[config.mk]
export PLATFORM = sky130hd
export DESIGN_NAME = morse_key_classifier_flat
export DESIGN_NICKNAME = d
export VERILOG_FILES = /design/src/rtl/morse_key_classifier_if.sv /design/src/rtl/morse_key_classifier.sv /design/src/flat_wrapper.sv
export SDC_FILE = /design/constraint.sdc
export NUM_CORES = 1
export LEC_CHECK = 0
export ABC_AREA = 0
export CAP_MARGIN = 5
export CORE_UTILIZATION = 26
export CTS_CLUSTER_DIAMETER = 60
export DETAILED_ROUTE_END_ITERATION = 10
export GPL_TIMING_DRIVEN = 0
export PLACE_DENSITY = 0.48
export SLEW_MARGIN = 25
export SYNTH_ARGS = -nofsm -noshare
export SYNTH_HDL_FRONTEND = slang
export SYNTH_SLANG_ARGS = --single-unit
[constraint.sdc]
create_clock -name clk -period 8.4 [get_ports clk]
set_clock_uncertainty 0.2 [all_clocks]
set_input_delay 0.84 -clock clk [delete_from_list [all_inputs] [get_ports clk]]
set_output_delay 0.84 -clock clk [all_outputs]
set_load 0.02 [all_outputs]
[src/rtl/morse_key_classifier_if.sv]
// Symbol stream carried from the key classifier to the downstream decoder.
// The classifier is the master (drives data/valid), the decoder is the slave.
interface morse_key_classifier_if;
   logic [1:0] sym_data;
   logic       sym_valid;
   logic       sym_ready;

   modport master (output sym_data, output sym_valid, input sym_ready);
   modport slave  (input sym_data, input sym_valid, output sym_ready);
endinterface

[src/rtl/morse_key_classifier.sv]
// Morse key front end: synchronises and debounces a raw button, times press
// and release intervals, classifies them as dot / dash / letter gap / word gap
// and queues the symbols in a small FIFO offered on a valid/ready stream.
// Also drives a press-duration thermometer bar and an FSM state code.
module morse_key_classifier #(
   parameter int CNT_W        = 27,
   parameter int DEBOUNCE_CYC = 1_000_000,
   parameter int DOT_MIN      = 5_000_000,
   parameter int DASH_MIN     = 30_000_000,
   parameter int LETTER_GAP   = 30_000_000,
   parameter int WORD_GAP     = 70_000_000,
   parameter int FIFO_DEPTH   = 4,
   parameter int BAR_W        = 15
) (
   input  logic                   clk,
   input  logic                   reset,
   input  logic                   key_in,
   morse_key_classifier_if.master sym_if,
   output logic                   overflow,
   input  logic                   clr_ovf,
   output logic                   key_level,
   output logic [BAR_W-1:0]       bar,
   output logic [1:0]             state_code
);

   localparam int DB_W     = $clog2(DEBOUNCE_CYC + 1);
   localparam int PTR_W    = $clog2(FIFO_DEPTH);
   localparam int STEP_RAW = DASH_MIN / BAR_W;
   localparam int STEP     = (STEP_RAW < 1) ? 1 : STEP_RAW;

   localparam logic [DB_W-1:0]  DB_LAST    = DB_W'(DEBOUNCE_CYC - 1);
   localparam logic [CNT_W-1:0] CNT_MAX    = {CNT_W{1'b1}};
   localparam logic [CNT_W-1:0] DOT_C      = CNT_W'(DOT_MIN);
   localparam logic [CNT_W-1:0] DASH_C     = CNT_W'(DASH_MIN);
   localparam logic [CNT_W-1:0] LGAP_LAST  = CNT_W'(LETTER_GAP - 1);
   localparam logic [CNT_W-1:0] WGAP_LAST  = CNT_W'(WORD_GAP - 1);
   localparam logic [CNT_W-1:0] STEP_LAST  = CNT_W'(STEP - 1);
   localparam logic [PTR_W:0]   FIFO_FULL  = (PTR_W + 1)'(FIFO_DEPTH);
   localparam logic [BAR_W-1:0] BAR_MSB    = BAR_W'(1) << (BAR_W - 1);

   localparam logic [1:0] SYM_LGAP = 2'b00;
   localparam logic [1:0] SYM_DOT  = 2'b01;
   localparam logic [1:0] SYM_DASH = 2'b10;
   localparam logic [1:0] SYM_WGAP = 2'b11;

   typedef enum logic [1:0] {
      ST_IDLE  = 2'd0,
      ST_PRESS = 2'd1,
      ST_GAP   = 2'd2,
      ST_LGAP  = 2'd3
   } state_t;

   // Interval counter increment that sticks at all-ones instead of wrapping.
   function automatic logic [CNT_W-1:0] sat_inc(input logic [CNT_W-1:0] v);
      return (v == CNT_MAX) ? v : v + CNT_W'(1);
   endfunction

   logic              key_s1_q, key_s2_q;
   logic [DB_W-1:0]   db_cnt_q, db_cnt_d;
   logic              key_level_q, key_level_d;
   logic              key_prev_q;
   logic              rise_q, rise_d, fall_q, fall_d;

   state_t            state_q, state_d;
   logic [CNT_W-1:0]  cnt_q, cnt_d;
   logic [CNT_W-1:0]  step_q, step_d;
   logic [BAR_W-1:0]  bar_q, bar_d;
   logic              push;
   logic [1:0]        push_sym;

   logic [1:0]        mem_q [FIFO_DEPTH];
   logic [1:0]        mem_d [FIFO_DEPTH];
   logic [PTR_W-1:0]  wr_ptr_q, wr_ptr_d, rd_ptr_q, rd_ptr_d;
   logic [PTR_W:0]    count_q, count_d;
   logic              ovf_q, ovf_d;
   logic              full, pop, wr_en, drop;

   // Debounce: toggle the level after DEBOUNCE_CYC consecutive mismatching cycles.
   always_comb begin
      db_cnt_d    = '0;
      key_level_d = key_level_q;
      if (key_s2_q != key_level_q) begin
         if (db_cnt_q == DB_LAST) begin
            key_level_d = ~key_level_q;
         end else begin
            db_cnt_d = db_cnt_q + DB_W'(1);
         end
      end
      rise_d = key_level_q & ~key_prev_q;
      fall_d = ~key_level_q & key_prev_q;
   end

   // Synchroniser, debouncer and registered edge detectors.
   always_ff @(posedge clk or negedge reset) begin
      if (!reset) begin
         key_s1_q    <= 1'b0;
         key_s2_q    <= 1'b0;
         db_cnt_q    <= '0;
         key_level_q <= 1'b0;
         key_prev_q  <= 1'b0;
         rise_q      <= 1'b0;
         fall_q      <= 1'b0;
      end else begin
         key_s1_q    <= key_in;
         key_s2_q    <= key_s1_q;
         db_cnt_q    <= db_cnt_d;
         key_level_q <= key_level_d;
         key_prev_q  <= key_level_q;
         rise_q      <= rise_d;
         fall_q      <= fall_d;
      end
   end

   // Interval FSM: next state, counter, symbol push and progress bar.
   always_comb begin
      state_d  = state_q;
      cnt_d    = sat_inc(cnt_q);
      push     = 1'b0;
      push_sym = SYM_LGAP;
      case (state_q)
         ST_IDLE: begin
            cnt_d = '0;
            if (rise_q) state_d = ST_PRESS;
         end
         ST_PRESS: begin
            if (fall_q) begin
               state_d = ST_GAP;
               cnt_d   = '0;
               if (cnt_q >= DASH_C) begin
                  push     = 1'b1;
                  push_sym = SYM_DASH;
               end else if (cnt_q >= DOT_C) begin
                  push     = 1'b1;
                  push_sym = SYM_DOT;
               end
            end
         end
         ST_GAP: begin
            if (rise_q) begin
               state_d = ST_PRESS;
               cnt_d   = '0;
            end else if (cnt_q == LGAP_LAST) begin
               // Counter keeps running into LGAP so word-gap timing is measured
               // from the original release.
               state_d  = ST_LGAP;
               push     = 1'b1;
               push_sym = SYM_LGAP;
            end
         end
         default: begin
            if (rise_q) begin
               state_d = ST_PRESS;
               cnt_d   = '0;
            end else if (cnt_q == WGAP_LAST) begin
               state_d  = ST_IDLE;
               cnt_d    = '0;
               push     = 1'b1;
               push_sym = SYM_WGAP;
            end
         end
      endcase

      // The bar sub-counter runs in lockstep with cnt, adding one MSB-first
      // segment every STEP cycles, so no divider is needed.
      step_d = '0;
      bar_d  = '0;
      if (state_q == ST_PRESS && state_d == ST_PRESS) begin
         if (step_q == STEP_LAST) begin
            bar_d = (bar_q >> 1) | BAR_MSB;
         end else begin
            step_d = step_q + CNT_W'(1);
            bar_d  = bar_q;
         end
      end
   end

   // FSM, interval counter and bar registers.
   always_ff @(posedge clk or negedge reset) begin
      if (!reset) begin
         state_q <= ST_IDLE;
         cnt_q   <= '0;
         step_q  <= '0;
         bar_q   <= '0;
      end else begin
         state_q <= state_d;
         cnt_q   <= cnt_d;
         step_q  <= step_d;
         bar_q   <= bar_d;
      end
   end

   // FIFO bookkeeping: a push into a full FIFO survives only with a same-cycle pop.
   always_comb begin
      full  = (count_q == FIFO_FULL);
      pop   = sym_if.sym_valid & sym_if.sym_ready;
      wr_en = push & (~full | pop);
      drop  = push & full & ~pop;

      mem_d = mem_q;
      if (wr_en) mem_d[wr_ptr_q] = push_sym;

      wr_ptr_d = wr_en ? wr_ptr_q + PTR_W'(1) : wr_ptr_q;
      rd_ptr_d = pop   ? rd_ptr_q + PTR_W'(1) : rd_ptr_q;
      case ({wr_en, pop})
         2'b10:   count_d = count_q + (PTR_W + 1)'(1);
         2'b01:   count_d = count_q - (PTR_W + 1)'(1);
         default: count_d = count_q;
      endcase

      if (drop)         ovf_d = 1'b1;
      else if (clr_ovf) ovf_d = 1'b0;
      else              ovf_d = ovf_q;
   end

   // Symbol storage; contents are qualified by the occupancy count.
   always_ff @(posedge clk) begin
      mem_q <= mem_d;
   end

   // FIFO pointers, occupancy and sticky overflow flag.
   always_ff @(posedge clk or negedge reset) begin
      if (!reset) begin
         wr_ptr_q <= '0;
         rd_ptr_q <= '0;
         count_q  <= '0;
         ovf_q    <= 1'b0;
      end else begin
         wr_ptr_q <= wr_ptr_d;
         rd_ptr_q <= rd_ptr_d;
         count_q  <= count_d;
         ovf_q    <= ovf_d;
      end
   end

   assign sym_if.sym_valid = (count_q != '0);
   assign sym_if.sym_data  = sym_if.sym_valid ? mem_q[rd_ptr_q] : 2'b00;
   assign overflow         = ovf_q;
   assign key_level        = key_level_q;
   assign bar              = bar_q;
   assign state_code       = state_q;

endmodule

[src/flat_wrapper.sv]
// flat-port wrapper written by rule: the top's interface ports become plain ports
module morse_key_classifier_flat 
#(
   parameter int CNT_W        = 27,
   parameter int DEBOUNCE_CYC = 1_000_000,
   parameter int DOT_MIN      = 5_000_000,
   parameter int DASH_MIN     = 30_000_000,
   parameter int LETTER_GAP   = 30_000_000,
   parameter int WORD_GAP     = 70_000_000,
   parameter int FIFO_DEPTH   = 4,
   parameter int BAR_W        = 15
)
  (clk, reset, key_in, overflow, clr_ovf, key_level, bar, state_code, sym_if_sym_data, sym_if_sym_valid, sym_if_sym_ready);
  morse_key_classifier_if sym_if_i ();
  input  logic clk;
  input  logic reset;
  input  logic key_in;
  output logic overflow;
  input  logic clr_ovf;
  output logic key_level;
  output logic [BAR_W-1:0] bar;
  output logic [1:0] state_code;
  output wire logic [$bits(sym_if_i.sym_data)-1:0] sym_if_sym_data;
  output wire logic [$bits(sym_if_i.sym_valid)-1:0] sym_if_sym_valid;
  input wire logic [$bits(sym_if_i.sym_ready)-1:0] sym_if_sym_ready;
  assign sym_if_sym_data = sym_if_i.sym_data;
  assign sym_if_sym_valid = sym_if_i.sym_valid;
  assign sym_if_i.sym_ready = sym_if_sym_ready;
  morse_key_classifier #(.CNT_W(CNT_W), .DEBOUNCE_CYC(DEBOUNCE_CYC), .DOT_MIN(DOT_MIN), .DASH_MIN(DASH_MIN), .LETTER_GAP(LETTER_GAP), .WORD_GAP(WORD_GAP), .FIFO_DEPTH(FIFO_DEPTH), .BAR_W(BAR_W)) u_core (.clk(clk), .reset(reset), .key_in(key_in), .sym_if(sym_if_i), .overflow(overflow), .clr_ovf(clr_ovf), .key_level(key_level), .bar(bar), .state_code(state_code));
endmodule
==> results.cfg <==
[status]
status = finished clean

[timing]
slew_headroom = 0.5819
setup_tns_ns = 0
worst_slew_pin_slew_ns = 0.6272
hold_viol_final = 0
maxSlewViolCount = 0
period_needed_ns = 3.190
rsz0062_at_grt = no
fin_crit_sh = 0.3798
holdWs_ns = 0.1606
fin_ws_ns = 5.210
finalSetupViolations = 0
fmax_mhz = 313.5

[logic_synthesis]
synthArstFlopShare = 0.9292
syn-num-nets = 554
ys_seq_elements = 113
synth-edff-count = 8
yosysUniqueCellTypes = 54
ys_top_cells_by_area = dfrtp_1 48%, xor2_1 7.8%, nor2_1 6.8%
seq_area_frac_synth = 0.5188
yosysTopAreaCell = dfrtp_1
syn_avg_cell_area_sq_um = 10.26
syn-cell-area_sq_um = 5528
yosysTopAreaCellShare = 0.4753
syn-instance-count = 539
yosys_warnings = 0
ys.flop_type = dfrtp_1

[pwr]
leakagePower_nw = 2.696
ir_drop_mv = 0.08815
finalPower_mw = 1.352
pwr_density_cell_nw_per_um2 = 201.1

[drt]
routed-wl-met2_mm = 5.491
drt-total-wl_mm = 11.50
first_pass_iters = 4
met3_length_um = 394
drtIter0Drc = 182
vias_per_cell = 4.591
m1WireLength_mm = 5.527
num_vias = 3985
drc_errors = 0
ant_nets = 0
top_layer_used = met4
wl_per_cell_um = 13.25

[clock_network]
ctsResizeCount = 0
post_cts_buffers = 0
htree_levels = 4
clock-sinks = 113
root_buffer = clkbuf_16
cts.clk_slew.worst_paths_ns = 0.06
cts_max_path_buffers = 2
cts_tree = built
numCtsBuffers = 17
cts_hold_buf = 0
clkLatencyLatePin_ns = 0.41

[placement]
dp_hpwl_mm = 7.918
io_buffer_count = 26
globalplace.congestion = 0.8177
pre_cts_slack_ns = 4.885

[worst_hold_path]
hp-class = flop to flop

[die]
rows = 52
io_pins = 27
dieArea_sq_um = 21850
start_util = 0.2689
die_y_um = 147.8
die_w_um = 147.8
core_sq_um = 20560

[worst_setup_path]
crit_end = u_core.count_q[2]
crit_path_start = u_core.cnt_q[0]
startpoint_type = flop
r2r_setup_slack_ns = 5.21
crit_fanout = 7
rr_worst_depth = 12
crit_type = flop to flop
cp.required_ns = 8.49
cp-end-kind = flop
r2r_end = u_core.count_q[2]
arrival_ns = 3.28
rr_startpoint = u_core.cnt_q[0]

[global_route]
grt_start_max_net_pins = 65
overflow = 0
grtUsageTotal = 0.1129
antenna_found_initial = 0
grt_pass1_vias = 3967
grt_pass1_wl_mm = 19.55

[cells_and_area]
nFillCells = 2121
multi_input_area_sq_um = 2505
layout.nets = 600
area_growth_pct = 21.64
regArea_sq_um = 2868
fin_util = 0.3270
num_antenna_cells = 0
layout-drive-gt1-share = 0.09699

[flow_run]
maxCapViolations = 0
cell type report:
class                   instances  share of cell area
flip-flops and latches        113              0.4265
repair buffers                 27             0.04187
inverters                      14            0.007815
plain buffers                  19             0.01526
clock inverters                13             0.02140
well taps                     270             0.05024
multi-input cells             393              0.3725
clock buffers                  19             0.06438
state kept, by name (all words and copies together), names as in the netlist, 2 cells and up:
name	flops
u_core.bar	15
u_core.cnt_q	27
u_core.count_q	3
u_core.db_cnt_q	20
u_core.mem_q	8
u_core.rd_ptr_q	2
u_core.state_code	2
u_core.step_q	27
u_core.wr_ptr_q	2
worst min-delay path by stage:
stage | cells past startpoint | endpoint | slack (ns) | from
3_5_place_dp | 0 | u_core.key_s2_q | 0.16 | u_core.key_s1_q
3_3_place_gp | 0 | u_core.key_s2_q | 0.16 | u_core.key_s1_q
5_1_grt | 0 | u_core.key_s2_q | 0.18 | u_core.key_s1_q
4_1_cts | 0 | u_core.key_s2_q | 0.17 | u_core.key_s1_q
2_1_floorplan | 0 | u_core.key_s2_q | 0.13 | u_core.key_s1_q
6_report | 0 | u_core.key_s2_q | 0.16 | u_core.key_s1_q
layer usage:
layer,global-route usage,vias to the layer above
li1,-,1952
met1,0.1434,1968
met2,0.1807,55
met3,0.03488,10
met4,0.04021,0
met5,0,-
cells in the mapped netlist, types with 2 or more instances:
library cell	n
or2_2	5
inv_1	14
and2_1	9
edfxtp_1	8
nor4b_1	3
buf_4	3
buf_2	9
and3_1	16
and4_1	5
xor2_1	49
nor3_1	8
o211ai_1	2
nand4_1	24
nand4b_1	3
a31oi_1	2
dfrtp_1	105
ha_1	9
a21oi_1	11
mux2_2	2
nand2_1	29
nor4_1	7
nand3_1	30
nor4bb_1	2
o21ai_0	8
xnor2_1	20
mux4_2	2
nor2b_1	4
mux2i_1	15
clkbuf_1	4
nand2b_1	2
nor2_1	100
or3_1	7
per-stage QoR:
stage | area, sq um | instances
2_1_floorplan | 5528 | 539
3_3_place_gp | 6126 | 835
3_5_place_dp | 6147 | 836
4_1_cts | 6724 | 868
5_1_grt | 6724 | 868
6_report | 6724 | 868
placed cells by master (no fill, tap or decap), types with 2 or more instances in the layout:
| cell | netlist | layout |
|---|---|---|
| nand3_1 | 30 | 30 |
| nor4bb_1 | 2 | 2 |
| and4_1 | 5 | 5 |
| inv_1 | 14 | 14 |
| nor3_1 | 8 | 8 |
| bufinv_16 | 0 | 3 |
| nor4_1 | 7 | 7 |
| a21oi_1 | 11 | 11 |
| xnor2_1 | 20 | 20 |
| xor2_1 | 49 | 49 |
| o21ai_0 | 8 | 8 |
| nor2b_1 | 4 | 4 |
| or2_2 | 5 | 5 |
| mux4_2 | 2 | 2 |
| mux2_2 | 2 | 2 |
| nor4b_1 | 3 | 3 |
| and2_1 | 9 | 9 |
| nand2b_1 | 2 | 2 |
| dfrtp_1 | 105 | 105 |
| mux2i_1 | 15 | 15 |
| clkinv_1 | 0 | 4 |
| nand2_1 | 29 | 29 |
| and3_1 | 16 | 16 |
| buf_6 | 1 | 2 |
| clkinv_2 | 0 | 3 |
| buf_2 | 9 | 9 |
| nor2_1 | 100 | 100 |
| clkinvlp_4 | 0 | 2 |
| ha_1 | 9 | 9 |
| o211ai_1 | 2 | 2 |
| a31oi_1 | 2 | 2 |
| or3_1 | 7 | 7 |
| clkbuf_1 | 4 | 6 |
| clkbuf_16 | 0 | 17 |
| buf_4 | 3 | 3 |
| nand4_1 | 24 | 24 |
| nand4b_1 | 3 | 3 |
| edfxtp_1 | 8 | 8 |
| clkdlybuf4s50_1 | 0 | 25 |
worst max-delay path, stage by stage (launching register included):
cell and delay (ns):
dfrtp_1 0.45, ha_1 0.29, nand3_1 0.28, nor3_1 0.54, o21ba_2 0.25, o21a_2 0.19, inv_1 0.06, ha_1 0.22
inv_1 0.07, fa_1 0.17, xor2_1 0.14, nor2_1 0.07, xor2_1 0.14
logic make-up after synthesis:
logic type / after synthesis / synth area share
AOI/OAI and AO/OA: 33 / 0.03712
and+or+nand+nor: 262 / 0.2433
buffers and inverters: 33 / 0.02806
DFF: 113 / 0.5188
xor gates and xnor gates: 69 / 0.1093
muxes: 19 / 0.03938
adders and majority gates: 10 / 0.02399
power breakdown:
| part | total, mW | switching (mW) | internal (mW) | leakage (nW) |
|---|---|---|---|---|
| Combinational | 0.0685 | 0.0369 | 0.0317 | 0.882 |
| Sequential | 0.580 | 0.0157 | 0.565 | 1.54 |
| Clock | 0.703 | 0.244 | 0.460 | 0.277 |
| Total | 1.35 | 0.296 | 1.06 | 2.70 |
No activity file was read; power rests on OpenSTA's default activity.
